<file path="src/rtl/muldiv_seq_pkg.sv">
// Shared definitions for the multiply/divide sequencer: operation and FSM
// state encodings, the iteration count, and small op-decoding helpers.
package muldiv_seq_pkg;

    localparam int MD_ITER_CNT = 32;

    typedef enum logic [1:0] {
        MD_MULT  = 2'b00,
        MD_MULTU = 2'b01,
        MD_DIV   = 2'b10,
        MD_DIVU  = 2'b11
    } md_op_e;

    typedef enum logic [2:0] {
        MD_IDLE = 3'd0,
        MD_PREP = 3'd1,
        MD_ITER = 3'd2,
        MD_FIX  = 3'd3,
        MD_DONE = 3'd4
    } md_state_e;

    function automatic logic md_is_div(input md_op_e op);
        return op[1];
    endfunction

    function automatic logic md_is_signed(input md_op_e op);
        return ~op[0];
    endfunction

endpackage

</file>
<file path="src/rtl/muldiv_seq_if.sv">
// Decode-side bundle for the multiply/divide sequencer: launch, HI/LO move
// writes, HI/LO read-back and the stall/completion handshake.
interface muldiv_seq_if
    import muldiv_seq_pkg::*;
#(
    parameter int WIDTH = MD_ITER_CNT
);
    logic             start;
    logic [1:0]       op;
    logic [WIDTH-1:0] a;
    logic [WIDTH-1:0] b;
    logic             mthi;
    logic             mtlo;
    logic [WIDTH-1:0] wdata;
    logic [WIDTH-1:0] hi;
    logic [WIDTH-1:0] lo;
    logic             busy;
    logic             done;
    logic             div_by_zero;

    modport master (
        output start, op, a, b, mthi, mtlo, wdata,
        input  hi, lo, busy, done, div_by_zero
    );

    modport slave (
        input  start, op, a, b, mthi, mtlo, wdata,
        output hi, lo, busy, done, div_by_zero
    );
endinterface

</file>
<file path="src/rtl/muldiv_seq_step.sv">
// One iteration of the shared 64-bit shift datapath.
// Multiply: shift-add, acc[0] selects whether the multiplicand is added into
// the upper half before the right shift; the 33-bit sum keeps the carry.
// Divide: restoring step; the remainder:quotient pair shifts left, the
// divisor is trial-subtracted from the upper half and the quotient bit is
// returned separately (nacc[0] is left zero).
module muldiv_seq_step
    import muldiv_seq_pkg::*;
#(
    parameter int WIDTH = MD_ITER_CNT
) (
    input  logic [2*WIDTH-1:0] acc,
    input  logic [WIDTH-1:0]   mag,
    input  logic               is_div,
    output logic [2*WIDTH-1:0] nacc,
    output logic               qbit
);
    logic [WIDTH:0]   sum;
    logic [WIDTH:0]   rem;
    logic [WIDTH-1:0] rem_sub;

    // Compute both step flavours and select by mode.
    always_comb begin
        sum     = {1'b0, acc[2*WIDTH-1:WIDTH]} + {1'b0, (acc[0] ? mag : {WIDTH{1'b0}})};
        rem     = acc[2*WIDTH-1:WIDTH-1];
        // The remainder after a successful subtract is below the divisor, so
        // the low WIDTH bits of the modular difference are exact.
        rem_sub = rem[WIDTH-1:0] - mag;
        qbit    = 1'b0;
        nacc    = {sum, acc[WIDTH-1:1]};
        if (is_div) begin
            qbit = (rem >= {1'b0, mag});
            nacc = {(qbit ? rem_sub : rem[WIDTH-1:0]), acc[WIDTH-2:0], 1'b0};
        end
    end
endmodule

</file>
<file path="src/rtl/muldiv_seq.sv">
// Iterative multiply/divide sequencer owning HI/LO.
// IDLE -start-> PREP -> ITER (WIDTH steps) -> FIX -> DONE -> IDLE.
// Optional build macro MULDIV_FAST_MUL_EN: MULT/MULTU complete in one cycle
// through a `*` product and go straight to DONE without raising busy.
module muldiv_seq
    import muldiv_seq_pkg::*;
#(
    parameter int WIDTH = MD_ITER_CNT
) (
    input  logic        clk,
    input  logic        rstn,
    muldiv_seq_if.slave bus
);
    localparam int CW = $clog2(WIDTH);

    md_state_e          state, state_nx;
    md_op_e             op_q;
    logic [WIDTH-1:0]   a_q, b_q, mag_b;
    logic [2*WIDTH-1:0] acc, step_acc;
    logic               step_q;
    logic [CW-1:0]      cnt;
    logic               sa, sb, dz;
    logic [WIDTH-1:0]   hi_q, lo_q, res_hi, res_lo;
    logic               busy, accept, fast_go;

    function automatic logic [WIDTH-1:0] magnitude(input logic [WIDTH-1:0] x, input logic neg);
        return neg ? -x : x;
    endfunction

    assign busy   = (state == MD_PREP) || (state == MD_ITER) || (state == MD_FIX);
    assign accept = bus.start && !busy;

`ifdef MULDIV_FAST_MUL_EN
    logic               fast_sgn;
    logic [2*WIDTH-1:0] fast_a, fast_b, fast_prod;

    assign fast_go   = accept && !md_is_div(md_op_e'(bus.op));
    assign fast_sgn  = md_is_signed(md_op_e'(bus.op));
    assign fast_a    = {{WIDTH{fast_sgn & bus.a[WIDTH-1]}}, bus.a};
    assign fast_b    = {{WIDTH{fast_sgn & bus.b[WIDTH-1]}}, bus.b};
    assign fast_prod = fast_a * fast_b;
`else
    assign fast_go = 1'b0;
`endif

    muldiv_seq_step #(.WIDTH(WIDTH)) u_step (
        .acc    (acc),
        .mag    (mag_b),
        .is_div (md_is_div(op_q)),
        .nacc   (step_acc),
        .qbit   (step_q)
    );

    // State register.
    always_ff @(posedge clk or negedge rstn) begin
        if (!rstn) state <= MD_IDLE;
        else       state <= state_nx;
    end

    // Next-state decode; DONE accepts a new start just like IDLE.
    always_comb begin
        state_nx = state;
        case (state)
            MD_IDLE, MD_DONE: state_nx = accept ? (fast_go ? MD_DONE : MD_PREP) : MD_IDLE;
            MD_PREP:          state_nx = MD_ITER;
            MD_ITER:          state_nx = (cnt == '0) ? MD_FIX : MD_ITER;
            MD_FIX:           state_nx = MD_DONE;
            default:          state_nx = MD_IDLE;
        endcase
    end

    // Operand capture, sign/magnitude preparation and the iteration loop.
    always_ff @(posedge clk or negedge rstn) begin
        if (!rstn) begin
            op_q  <= MD_MULT;
            a_q   <= '0;
            b_q   <= '0;
            mag_b <= '0;
            acc   <= '0;
            cnt   <= '0;
            sa    <= 1'b0;
            sb    <= 1'b0;
            dz    <= 1'b0;
        end else begin
            case (state)
                MD_IDLE, MD_DONE: begin
                    if (accept) begin
                        op_q <= md_op_e'(bus.op);
                        a_q  <= bus.a;
                        b_q  <= bus.b;
                        dz   <= 1'b0;
                    end
                end
                MD_PREP: begin
                    sa    <= md_is_signed(op_q) & a_q[WIDTH-1];
                    sb    <= md_is_signed(op_q) & b_q[WIDTH-1];
                    acc   <= {{WIDTH{1'b0}}, magnitude(a_q, md_is_signed(op_q) & a_q[WIDTH-1])};
                    mag_b <= magnitude(b_q, md_is_signed(op_q) & b_q[WIDTH-1]);
                    cnt   <= CW'(WIDTH - 1);
                    dz    <= md_is_div(op_q) && (b_q == '0);
                end
                MD_ITER: begin
                    acc <= step_acc | {{(2*WIDTH-1){1'b0}}, step_q};
                    cnt <= cnt - 1'b1;
                end
                default: ;
            endcase
        end
    end

    // Sign correction of the unsigned magnitude result; unsigned ops pass through.
    always_comb begin
        res_hi = acc[2*WIDTH-1:WIDTH];
        res_lo = acc[WIDTH-1:0];
        if (md_is_div(op_q)) begin
            if (sa ^ sb) res_lo = -acc[WIDTH-1:0];
            if (sa)      res_hi = -acc[2*WIDTH-1:WIDTH];
        end else if (sa ^ sb) begin
            {res_hi, res_lo} = -acc;
        end
    end

    // HI/LO: moves only while idle; a completing result overrides a move.
    always_ff @(posedge clk or negedge rstn) begin
        if (!rstn) begin
            hi_q <= '0;
            lo_q <= '0;
        end else begin
            if (!busy && bus.mthi) hi_q <= bus.wdata;
            if (!busy && bus.mtlo) lo_q <= bus.wdata;
            if (state == MD_FIX && !dz) begin
                hi_q <= res_hi;
                lo_q <= res_lo;
            end
`ifdef MULDIV_FAST_MUL_EN
            if (fast_go) {hi_q, lo_q} <= fast_prod;
`endif
        end
    end

    assign bus.hi          = hi_q;
    assign bus.lo          = lo_q;
    assign bus.busy        = busy;
    assign bus.done        = (state == MD_DONE);
    assign bus.div_by_zero = (state == MD_DONE) && dz;
endmodule

</file>
<file path="src/flat_wrapper.sv">
// flat-port wrapper written by rule: the top's interface ports become plain ports
module muldiv_seq_flat import muldiv_seq_pkg::*;
#(
    parameter int WIDTH = MD_ITER_CNT
)
  (clk, rstn, bus_start, bus_op, bus_a, bus_b, bus_mthi, bus_mtlo, bus_wdata, bus_hi, bus_lo, bus_busy, bus_done, bus_div_by_zero);
  muldiv_seq_if #(.WIDTH(WIDTH)) bus_i ();
  input  logic clk;
  input  logic rstn;
  input wire logic [$bits(bus_i.start)-1:0] bus_start;
  input wire logic [$bits(bus_i.op)-1:0] bus_op;
  input wire logic [$bits(bus_i.a)-1:0] bus_a;
  input wire logic [$bits(bus_i.b)-1:0] bus_b;
  input wire logic [$bits(bus_i.mthi)-1:0] bus_mthi;
  input wire logic [$bits(bus_i.mtlo)-1:0] bus_mtlo;
  input wire logic [$bits(bus_i.wdata)-1:0] bus_wdata;
  output wire logic [$bits(bus_i.hi)-1:0] bus_hi;
  output wire logic [$bits(bus_i.lo)-1:0] bus_lo;
  output wire logic [$bits(bus_i.busy)-1:0] bus_busy;
  output wire logic [$bits(bus_i.done)-1:0] bus_done;
  output wire logic [$bits(bus_i.div_by_zero)-1:0] bus_div_by_zero;
  assign bus_i.start = bus_start;
  assign bus_i.op = bus_op;
  assign bus_i.a = bus_a;
  assign bus_i.b = bus_b;
  assign bus_i.mthi = bus_mthi;
  assign bus_i.mtlo = bus_mtlo;
  assign bus_i.wdata = bus_wdata;
  assign bus_hi = bus_i.hi;
  assign bus_lo = bus_i.lo;
  assign bus_busy = bus_i.busy;
  assign bus_done = bus_i.done;
  assign bus_div_by_zero = bus_i.div_by_zero;
  muldiv_seq #(.WIDTH(WIDTH)) u_core (.clk(clk), .rstn(rstn), .bus(bus_i));
endmodule
</file>
<file path="config.mk">
export PLATFORM = sky130hd
export DESIGN_NAME = muldiv_seq_flat
export DESIGN_NICKNAME = d
export VERILOG_FILES = /design/src/rtl/muldiv_seq_pkg.sv /design/src/rtl/muldiv_seq_if.sv /design/src/rtl/muldiv_seq_step.sv /design/src/rtl/muldiv_seq.sv /design/src/flat_wrapper.sv
export SDC_FILE = /design/constraint.sdc
export NUM_CORES = 1
export LEC_CHECK = 0
export ABC_AREA = 1
export BUFFER_PORTS_ARGS = -buffer_cell sky130_fd_sc_hd__buf_2
export CORE_ASPECT_RATIO = 0.9
export CORE_MARGIN = 2
export CORE_UTILIZATION = 41
export CTS_CLUSTER_DIAMETER = 40
export DETAILED_ROUTE_END_ITERATION = 16
export HOLD_SLACK_MARGIN = 0.02
export SYNTH_ARGS = -nofsm -noshare
export SYNTH_HDL_FRONTEND = slang
export SYNTH_HIERARCHICAL = 1
export SYNTH_SLANG_ARGS = --single-unit
</file>
<file path="constraint.sdc">
create_clock -name clk -period 5.9 [get_ports clk]
set_input_delay 0.885 -clock clk [delete_from_list [all_inputs] [get_ports clk]]
set_output_delay 0.885 -clock clk [all_outputs]
set_load 0.02 [all_outputs]
</file>
# Word-level counts from Yosys, hierarchy flattened
# Cells that the tools add are included.
totals:
  ff_bits: 237
  input_bits: 103
  output_inout_bits: 67
  wordCells: 74
op_classes:
  addsub: 8
  magnitude_cmp: 1
  n_eq_ne: 5
  mux: 23
  bitwise: 5
  n_reduce_logical: 20
op_table:
  columns: ["cell", "count"]
  rows:
  - ["32-bit 2-to-1 mux", 14]
  - ["32-bit negator", 4]
  - ["64-bit one-hot mux with 2 select lines", 1]
  - ["64-bit 2-to-1 mux", 1]
  - ["64-bit negator", 1]
  - ["64-bit by 1-bit OR with 64-bit output", 1]
  - ["32-bit by 32-bit adder with 33-bit output", 1]
  - ["33-bit by 32-bit greater-or-equal comparator with 1-bit output", 1]
  - ["32-bit logical NOT", 1]
  - ["32-bit subtractor", 1]
  - ["3-bit one-hot mux with 4 select lines", 1]
  - ["5-bit one-hot mux with 2 select lines", 1]
  - ["2-bit nonzero test", 4]
  - ["3-bit by 2-bit equality test with 1-bit output, second input constant", 2]
  - ["1-bit logical AND", 6]
  - ["5-bit logical NOT", 1]
  - ["5-bit by 1-bit subtractor with 5-bit output, second input constant", 1]
  - ["1-bit 2-to-1 mux", 4]
  - ["2-bit AND reduction", 2]
  - ["3-bit by 1-bit equality test with 1-bit output, second input constant", 1]
  - ["3-bit equality test, second input constant", 1]
  - ["3-bit logical NOT", 1]
  - ["1-bit bitwise AND", 2]
  - ["1-bit logical NOT", 2]
  - ["6 further kinds", 7]

# Logic depth before layout (Yosys ltp)
# Gate-level depths: netlist of run 1.
logic_depth:
  depth_word: 7
  ltp_mapped: 19
  mapped_depth_nobuf: 18

# Cells and area by module
# The synthesis of run 1 kept the hierarchy.
by_module_without_submodules:
  columns: ["mod", "instances", "cells_each", "area_per_inst_um2"]
  rows:
  - ["muldiv_seq", 1, 1896, 13570.5]
  - ["muldiv_seq_step", 1, 1268, 6177.2]

# Least setup slack after synthesis of run 1
# No wires, ideal clock.
synth_timing:
  kind: "register to register"
  startpoint: "reg u_core.acc[0]"
  endpoint: "reg u_core.acc[39]"
  setup_ps: 130
  arrival_time_ps: 2394
  required_time_ps: 5770
  slack_ps: 3376
  stages_incl_launch_ff: 17
  path_cell_list: "dfrtp_1 -> clkbuf_1 -> clkbuf_1 -> nand2_1 -> inv_1 -> ha_1 -> fa_1 -> nand2_1 -> nand2_1 -> and2_1 -> a21oi_1 -> inv_1 -> or2_2 -> nand3_1 -> nand2_1 -> nand2_1 -> o21ai_0"
synth_between:
  elab_chain_len: 5
synth_rtl:
  columns: ["item", "line_no", "rtl"]
  rows:
  - ["start: declaration", "muldiv_seq.sv:19", "logic [2*WIDTH-1:0] acc, step_acc;"]
  - ["start signal: assignment", "muldiv_seq.sv:97", "acc <= {{WIDTH{1'b0}}, magnitude(a_q, md_is_signed(op_q) & a_q[WIDTH-1])};"]
  - ["start signal: assignment", "muldiv_seq.sv:103", "acc <= step_acc | {{(2*WIDTH-1){1'b0}}, step_q};"]
  - ["32-bit 2-to-1 mux", "muldiv_seq_step.sv:24", "sum = {1'b0, acc[2*WIDTH-1:WIDTH]} + {1'b0, (acc[0] ? mag : {WIDTH{1'b0}})};"]
  - ["32-bit by 32-bit adder with 33-bit output", "muldiv_seq_step.sv:24", null]
  - ["64-bit 2-to-1 mux", "muldiv_seq_step.sv:31", "if (is_div) begin"]
  - ["net u_core.step_acc[39]", "muldiv_seq.sv:19", null]
  - ["64-bit by 1-bit OR with 64-bit output", "muldiv_seq.sv:103", null]
  - ["64-bit one-hot mux with 2 select lines", "muldiv_seq.sv:85", "case (state)"]
# The timed path passes the listed nets, and every way through them passes these cells.
# A chain may end at the register's enable or synchronous reset.

# Worst setup path after layout of run 1
layout_timing:
  startpoint: "reg u_core.acc[33]"
  endpoint: "reg u_core.acc[0]"
layout_between:
  elab_chain_len: 4
layout_rtl:
  columns: ["item", "line_no", "rtl"]
  rows:
  - ["33-bit by 32-bit greater-or-equal comparator with 1-bit output", "muldiv_seq_step.sv:32", "qbit = (rem >= {1'b0, mag});"]
  - ["1-bit 2-to-1 mux", "muldiv_seq_step.sv:31", null]
  - ["net u_core.step_q", "muldiv_seq.sv:20", "logic step_q;"]
  - ["64-bit by 1-bit OR with 64-bit output", "muldiv_seq.sv:103", null]
  - ["64-bit one-hot mux with 2 select lines", "muldiv_seq.sv:85", null]
# The timed path passes the listed nets, and every way through them passes these cells.

==> reports/qor.txt, run 1 <==
CTS HTree Levels -> 2
Max Clk Rate -> 0.264 GHz
wire per inst -> 20.2 microns
starting density of the core -> 41.4%
ANT nets after route -> 0
main combinational cell family by area after synthesis -> simple AND/OR/NAND/NOR gates
setup ws final -> 2.11 ns
pre-CTS setup slack -> 2.24 ns
Reg2Reg Depth -> 15
crit end category -> flop
Post-synth EDFFs -> 0
# fillers -> 5122
register area -> 5930 sq um
RSZ-0062 raised after global routing -> no
Worst-Margin Slew -> 1.17 ns
Mapped Cells -> 3164
largest net degree at the start of global routing -> 85
setup TNS -> 0 ns
Mean Syn Cell Area -> 6.24 sq um
Max clock buf depth -> 3
CP arrival -> 4.21 ns
Non-Filler Instances -> 3959
RePlAce Congestion -> 1.02
Worst R2R Start -> u_core/acc[33]$_DFFE_PN0P_
IO buf count -> 169
Mapped Area -> 19700 sq um
antenna violations before repair -> 1
DRC -> 0
Reg clk slew, reported paths -> 0.06 ns
CTS tree -> built
vias per cell -> 5.51
VDD IR max -> 0.387 mV
Yosys cell types -> 52
Compound-Gate Fraction of Synth Area -> 14.2%
Ant. Diodes -> 0
num ports -> 170
vias in the first global route -> 20300
via count -> 21800
area of the multi-input gates -> 11800 sq um
status -> finished clean
clk_lat worst skew -> 0.57 ns
die area -> 49900 sq um
Final Setup Violations -> 0
die width -> 235 microns
core area -> 47700 sq um
post-synthesis adder-cell area fraction -> 4.64%
commonest cells after routing, fill and taps aside -> nand2_1 (983), inv_1 (390), nor2_1 (355)
Slew HR -> 21.1%
root buffer cell -> clkbuf_16
reg2reg end -> u_core/acc[0]$_DFFE_PN0P_
Ys Warns -> 6
global-route wire length before repair -> 122000 microns
CTS buffer count -> 47
synthesis-stage register bit count -> 237
Period Utilization, post-route -> 64.2%
Worst Setup Path Type -> flop to flop
dpl hpwl -> 63500 microns
Data required, critical path -> 6.32 ns
clk sink count -> 237
crit path max fanout -> 33
total track usage -> 31.6%
LEAKAGE -> 11.6 nW
Hold Vio Cnt, Final -> 0
Synth Area in Simple Gates -> 38.3%
Async SR Flop Fraction -> 100%
Final min period -> 3.79 ns
proportion of synthesized area in mux cells -> 0.456%
global route total overflow -> 0
worst clock skew -> 0.0347 ns
Inst Count DP -> 3873
Max Cap Violations -> 0
most common cell after layout, fill and taps aside -> nand2_1
Post-CTS Setup Repair Bufs -> 0
Max Slew Vio Count -> 0
total power -> 15.7 mW
ys flop type -> dfrtp_1
cts-stage hold buffer count -> 0
reg-to-reg slack, setup -> 2.11 ns
Hold WC Path Type -> input pin to asynchronous set/reset pin
CTS-repair resized insts -> 0
synth-to-layout area growth -> 14.4%
Rows -> 76
Total Wirelength -> 79900 microns
layout cell share with drive strength beyond 1 -> 11.0%
xor and xnor area share after synthesis -> 2.08%
nets@finish -> 3473
Synthesized Nets -> 3339
CP Launch Type -> flop
Starting DRT DRC Count -> 2270
Hold Slack -> 0.286 ns
TritonRoute pass-1 iters -> 5
sequential fraction of the synthesis area -> 30.0%
Die Y -> 212 microns
PwrDens -> 693 nW/um^2
[cells in the mapped netlist (4+ instances only)]
| cell type | instances | share of area (%) |
|---|---|---|
| a21oi_1 | 204 | 5.2 |
| and2_1 | 5 | 0.16 |
| buf_1 | 5 | 0.095 |
| buf_2 | 33 | 0.84 |
| buf_4 | 5 | 0.19 |
| buf_6 | 6 | 0.34 |
| clkbuf_1 | 53 | 1.0 |
| dfrtp_1 | 237 | 30 |
| ha_1 | 70 | 4.4 |
| inv_1 | 391 | 7.4 |
| inv_2 | 10 | 0.19 |
| mux2_2 | 8 | 0.46 |
| nand2_1 | 985 | 19 |
| nand2_2 | 17 | 0.54 |
| nand3_1 | 281 | 7.1 |
| nand3_2 | 4 | 0.20 |
| nand3b_1 | 26 | 0.99 |
| nand3b_2 | 7 | 0.40 |
| nand4_1 | 36 | 1.1 |
| nor2_1 | 358 | 6.8 |
| nor2_2 | 15 | 0.48 |
| nor2_4 | 8 | 0.46 |
| nor3_1 | 26 | 0.66 |
| o211ai_1 | 29 | 1.1 |
| o21a_1 | 5 | 0.19 |
| o21ai_0 | 190 | 4.8 |
| o21ai_1 | 19 | 0.48 |
| o21ai_2 | 4 | 0.18 |
| o21bai_1 | 13 | 0.49 |
| o221ai_1 | 20 | 0.89 |
| o31ai_1 | 7 | 0.27 |
| or2_2 | 12 | 0.38 |
| xnor2_1 | 16 | 0.71 |
| xor2_1 | 31 | 1.4 |
[layout make-up]
class / instances / area share [%]
well taps: 624 / 3.46
inverters: 403 / 6.71
multi-input cells: 2420 / 52.3
repair buffers: 189 / 4.45
clock inverters: 24 / 1.09
clock buffers: 62 / 5.76
flip-flops and latches: 237 / 26.3
[report_power, final]
part | switching, mW | total, mW | internal, mW
clock network | 0.963 | 2.62 | 1.66
logic | 6.70 | 9.64 | 2.94
registers | 1.00 | 3.40 | 2.40
[metal layers]
layer / vias up / wire, microns / GRT usage, %
met3: 111 / 6510 / 4.52
met2: 934 / 33400 / 47.2
met5: - / 0 / 0
li1: 10500 / - / -
met1: 10300 / 38300 / 47.9
met4: 0 / 1660 / 7.40
[cell families after synthesis]
| group | count (synthesis) |
|---|---|
| mux | 8 |
| compound gates | 506 |
| buf+inv | 507 |
| flops | 237 |
| xor+xnor | 47 |
| simple gates | 1787 |
| fa+ha+maj | 72 |
[per-stage QoR]
| stage | cell area (sq um) | util, % |
|---|---|---|
| detailed placement | 21000 | 44.1 |
| floorplan | 19700 | - |
| CTS | 22600 | 47.3 |
| global route | 22600 | 47.3 |
| global placement | 21000 | 44.1 |
| finish | 22600 | 47.3 |
[registers in the layout, summed over array words and instances (netlist names)]
signal         count
u_core/acc        64
u_core/a_q        32
u_core/b_q        32
u_core/bus.hi     32
u_core/bus.lo     32
u_core/mag_b      32
u_core/cnt         5
u_core/state       3
u_core/op_q        2
u_core/dz          1
u_core/sa          1
u_core/sb          1
[worst max path at each step]
| stage | from | to | cells past startpoint |
|---|---|---|---|
| after floorplan | u_core/acc[0]$_DFFE_PN0P_ | u_core/acc[39]$_DFFE_PN0P_ | 16 |
| after global placement | u_core/acc[33]$_DFFE_PN0P_ | u_core/acc[53]$_DFFE_PN0P_ | 17 |
| after detailed placement | u_core/acc[38]$_DFFE_PN0P_ | u_core/acc[0]$_DFFE_PN0P_ | 13 |
| after CTS | u_core/acc[33]$_DFFE_PN0P_ | u_core/acc[0]$_DFFE_PN0P_ | 15 |
| after global routing | u_core/acc[38]$_DFFE_PN0P_ | u_core/acc[0]$_DFFE_PN0P_ | 13 |
| final | u_core/acc[33]$_DFFE_PN0P_ | u_core/acc[0]$_DFFE_PN0P_ | 15 |
[worst max-delay path: stages, from the launching register on]
cell and delay, ns:
dfrtp_1 0.65, ha_1 0.40, nand2_1 0.10, nand2_1 0.05, nand2_1 0.07, nand2_1 0.06, nand2_1 0.06, nand3_2 0.13
nand2_2 0.11, nand2_2 0.06, nand2_2 0.48, nand2_2 0.59, nand2_1 0.44, inv_1 0.07, o21ai_0 0.19, o221ai_1 0.13
Note: power is estimated with default switching activity, not from simulation.
==> inputs of run 2 (changes only) <==
clock period = 3.7 ns   (was 5.9 ns; I/O delays follow)
==> reports/qor.txt, run 2 (same netlist as run 1, synthesis figures left out) <==
Starting DRT DRC Count -> 2278 (+0.35%)
Reg with most FFs -> u_core/acc
Hold WC Path Type -> input pin to flop
nets@finish -> 3526 (+1.5%)
crit-path max cell delay -> 0.49 ns (-0.16 ns)
RSZ-0062 raised after global routing -> no
crit path buf inv count -> 2 (+1)
worst clock skew -> 0.0197 ns (-0.0150 ns)
CP top delay family -> simple AND/OR/NAND/NOR gates
CP arrival -> 3.75 ns (-0.46 ns)
DRC -> 0 (unchanged)
TritonRoute pass-1 iters -> 6 (+1)
area of the multi-input gates -> 11800 sq um (unchanged)
Hold Vio Cnt, Final -> 0 (unchanged)
total track usage -> 32.2% (+0.54 points)
clk sink count -> 237 (unchanged)
Ant. Diodes -> 0 (unchanged)
die width -> 235 microns (unchanged)
LEAKAGE -> 11.9 nW (+2.2%)
CTS buffer count -> 46 (-2.1%)
status -> finished clean
crit-path cells -> ha_1, nand2_1, inv_1, nand2_1, nand2_1, a21oi_1, nand2_2, nor2_4, nand2_2, nand2_1, inv_1, o21ai_0, o221ai_1
CP Launch Type -> flop
total power -> 25.3 mW (+62%)
RePlAce Congestion -> 0.978 (-4.4%)
Slowest-stage cell, CP -> dfrtp_1
via count -> 22200 (+1.9%)
dpl hpwl -> 64700 microns (+1.8%)
max reg flops -> 64 (unchanged)
Period Utilization, post-route -> 90.2% (+26 points)
Max Slew Vio Count -> 0 (unchanged)
die area -> 49900 sq um (unchanged)
vias in the first global route -> 21000 (+3.6%)
PwrDens -> 1100 nW/um^2 (+59%)
num ports -> 170 (unchanged)
Max Clk Rate -> 0.300 GHz (+13%)
starting density of the core -> 41.4% (unchanged)
Final Setup Violations -> 0 (unchanged)
register area -> 5930 sq um (unchanged)
CTS tree -> built
Post-CTS Setup Repair Bufs -> 0 (unchanged)
VDD IR max -> 0.481 mV (+24%)
Max Cap Violations -> 0 (unchanged)
Data required, critical path -> 4.11 ns (-2.21 ns)
crit path max fanout -> 33 (unchanged)
Die Y -> 212 microns (unchanged)
commonest cells after routing, fill and taps aside -> nand2_1 (983), inv_1 (390), nor2_1 (355)
global-route wire length before repair -> 124000 microns (+1.6%)
Max clock buf depth -> 3 (unchanged)
layout cell share with drive strength beyond 1 -> 12.5% (+1.5 points)
crit end category -> flop
ANT nets after route -> 0 (unchanged)
most common cell after layout, fill and taps aside -> nand2_1
Slew HR -> 44.1% (+23 points)
Rows -> 76 (unchanged)
CTS HTree Levels -> 2 (unchanged)
antenna violations before repair -> 5 (+4)
# fillers -> 5072 (-0.98%)
Worst Setup Path Type -> flop to flop
Reg clk slew, reported paths -> 0.05 ns (about the same)
setup TNS -> 0 ns (unchanged)
Total Wirelength -> 81200 microns (+1.6%)
clk_lat worst skew -> 0.58 ns (about the same)
synth-to-layout area growth -> 16.4%
global route total overflow -> 0 (unchanged)
root buffer cell -> clkbuf_16
IO buf count -> 169 (unchanged)
Worst-Margin Slew -> 0.838 ns (-0.334 ns)
core area -> 47700 sq um (unchanged)
largest net degree at the start of global routing -> 86 (+1.2%)
Final min period -> 3.34 ns (-0.449 ns)
wire per inst -> 20.2 microns (+0.26%)
vias per cell -> 5.54 (+0.58%)
CP dominant cell by count -> nand2_1
run 2: worst paths after layout:
path | start | endpoint | slack [ns] | cells past startpoint
worst max register to register | u_core/acc[59]$_DFFE_PN0P_ | u_core/acc[0]$_DFFE_PN0P_ | 0.36 | 13
worst min register to register | u_core/bus.lo[12]$_DFFE_PN0P_ | u_core/bus.lo[12]$_DFFE_PN0P_ | 0.49 | 2
max in group asynchronous | rstn | u_core/acc[0]$_DFFE_PN0P_ | 2.09 | 3
worst max-delay path | u_core/acc[59]$_DFFE_PN0P_ | u_core/acc[0]$_DFFE_PN0P_ | 0.36 | 13
worst min-delay path | bus_op[0] | u_core/op_q[0]$_DFFE_PN0P_ | 0.21 | 2
min in group asynchronous | rstn | u_core/bus.lo[22]$_DFFE_PN0P_ | 0.53 | 2
run 2: final cells by class:
class / count / area share (%)
Sequential cell: 237 / 25.8
Clock inverter: 29 / 1.14
Inverter: 403 / 6.59
Multi-Input combinational cell: 2420 / 51.4
Timing Repair Buffer: 243 / 6.21
Clock buffer: 56 / 5.43
Tap cell: 624 / 3.40
run 2: per-layer routing:
layer / track usage, % / wire length (microns) / up-vias
met2: 49.2 / 34300 / 981
met4: 9.29 / 2140 / 8
met5: 0 / 56 / -
met3: 4.84 / 7100 / 148
li1: - / - / 10600
met1: 47.0 / 37600 / 10500
run 2: timing repair:
item | 4_1_cts | 5_1_grt
gates resized for setup | 0 | 1
hold endpoints to repair | 15 | 0
endpoints found under the setup margin | 0 | 2
hold buffers | 1 | 0
run 2: through the flow:
| stage | hold slack (ns) | util, % | instances | instance area [sq um] | setup WS, ns |
|---|---|---|---|---|---|
| 4_1_cts | 0.176 | 48.1 | 4012 | 23000 | 0.239 |
| 5_1_grt | 0.198 | 48.1 | 4012 | 23000 | 0.236 |
| 3_5_place_dp | 0.474 | 44.9 | 3926 | 21500 | 0.239 |
| 2_1_floorplan | 0.259 | - | 3164 | 19700 | 1.18 |
| 3_3_place_gp | 0.473 | 44.9 | 3926 | 21500 | 0.201 |
| 6_report | 0.206 | 48.1 | 4012 | 23000 | 0.362 |
run 2: power by group:
part | total [mW] | switching (mW) | internal, mW
Combinational | 16.1 | 11.2 | 4.97
Sequential | 5.13 | 1.31 | 3.83
Clock | 4.09 | 1.58 | 2.52
Total | 25.3 | 14.0 | 11.3
run 2: worst reg2reg max path, delay by kind of cell (launching register included):
kind / cells / cell delay (ns)
flops: 1 / 0.49
buf+inv: 2 / 0.19
compound gates: 3 / 0.64
simple gates: 7 / 1.40
fa+ha+maj: 1 / 0.45
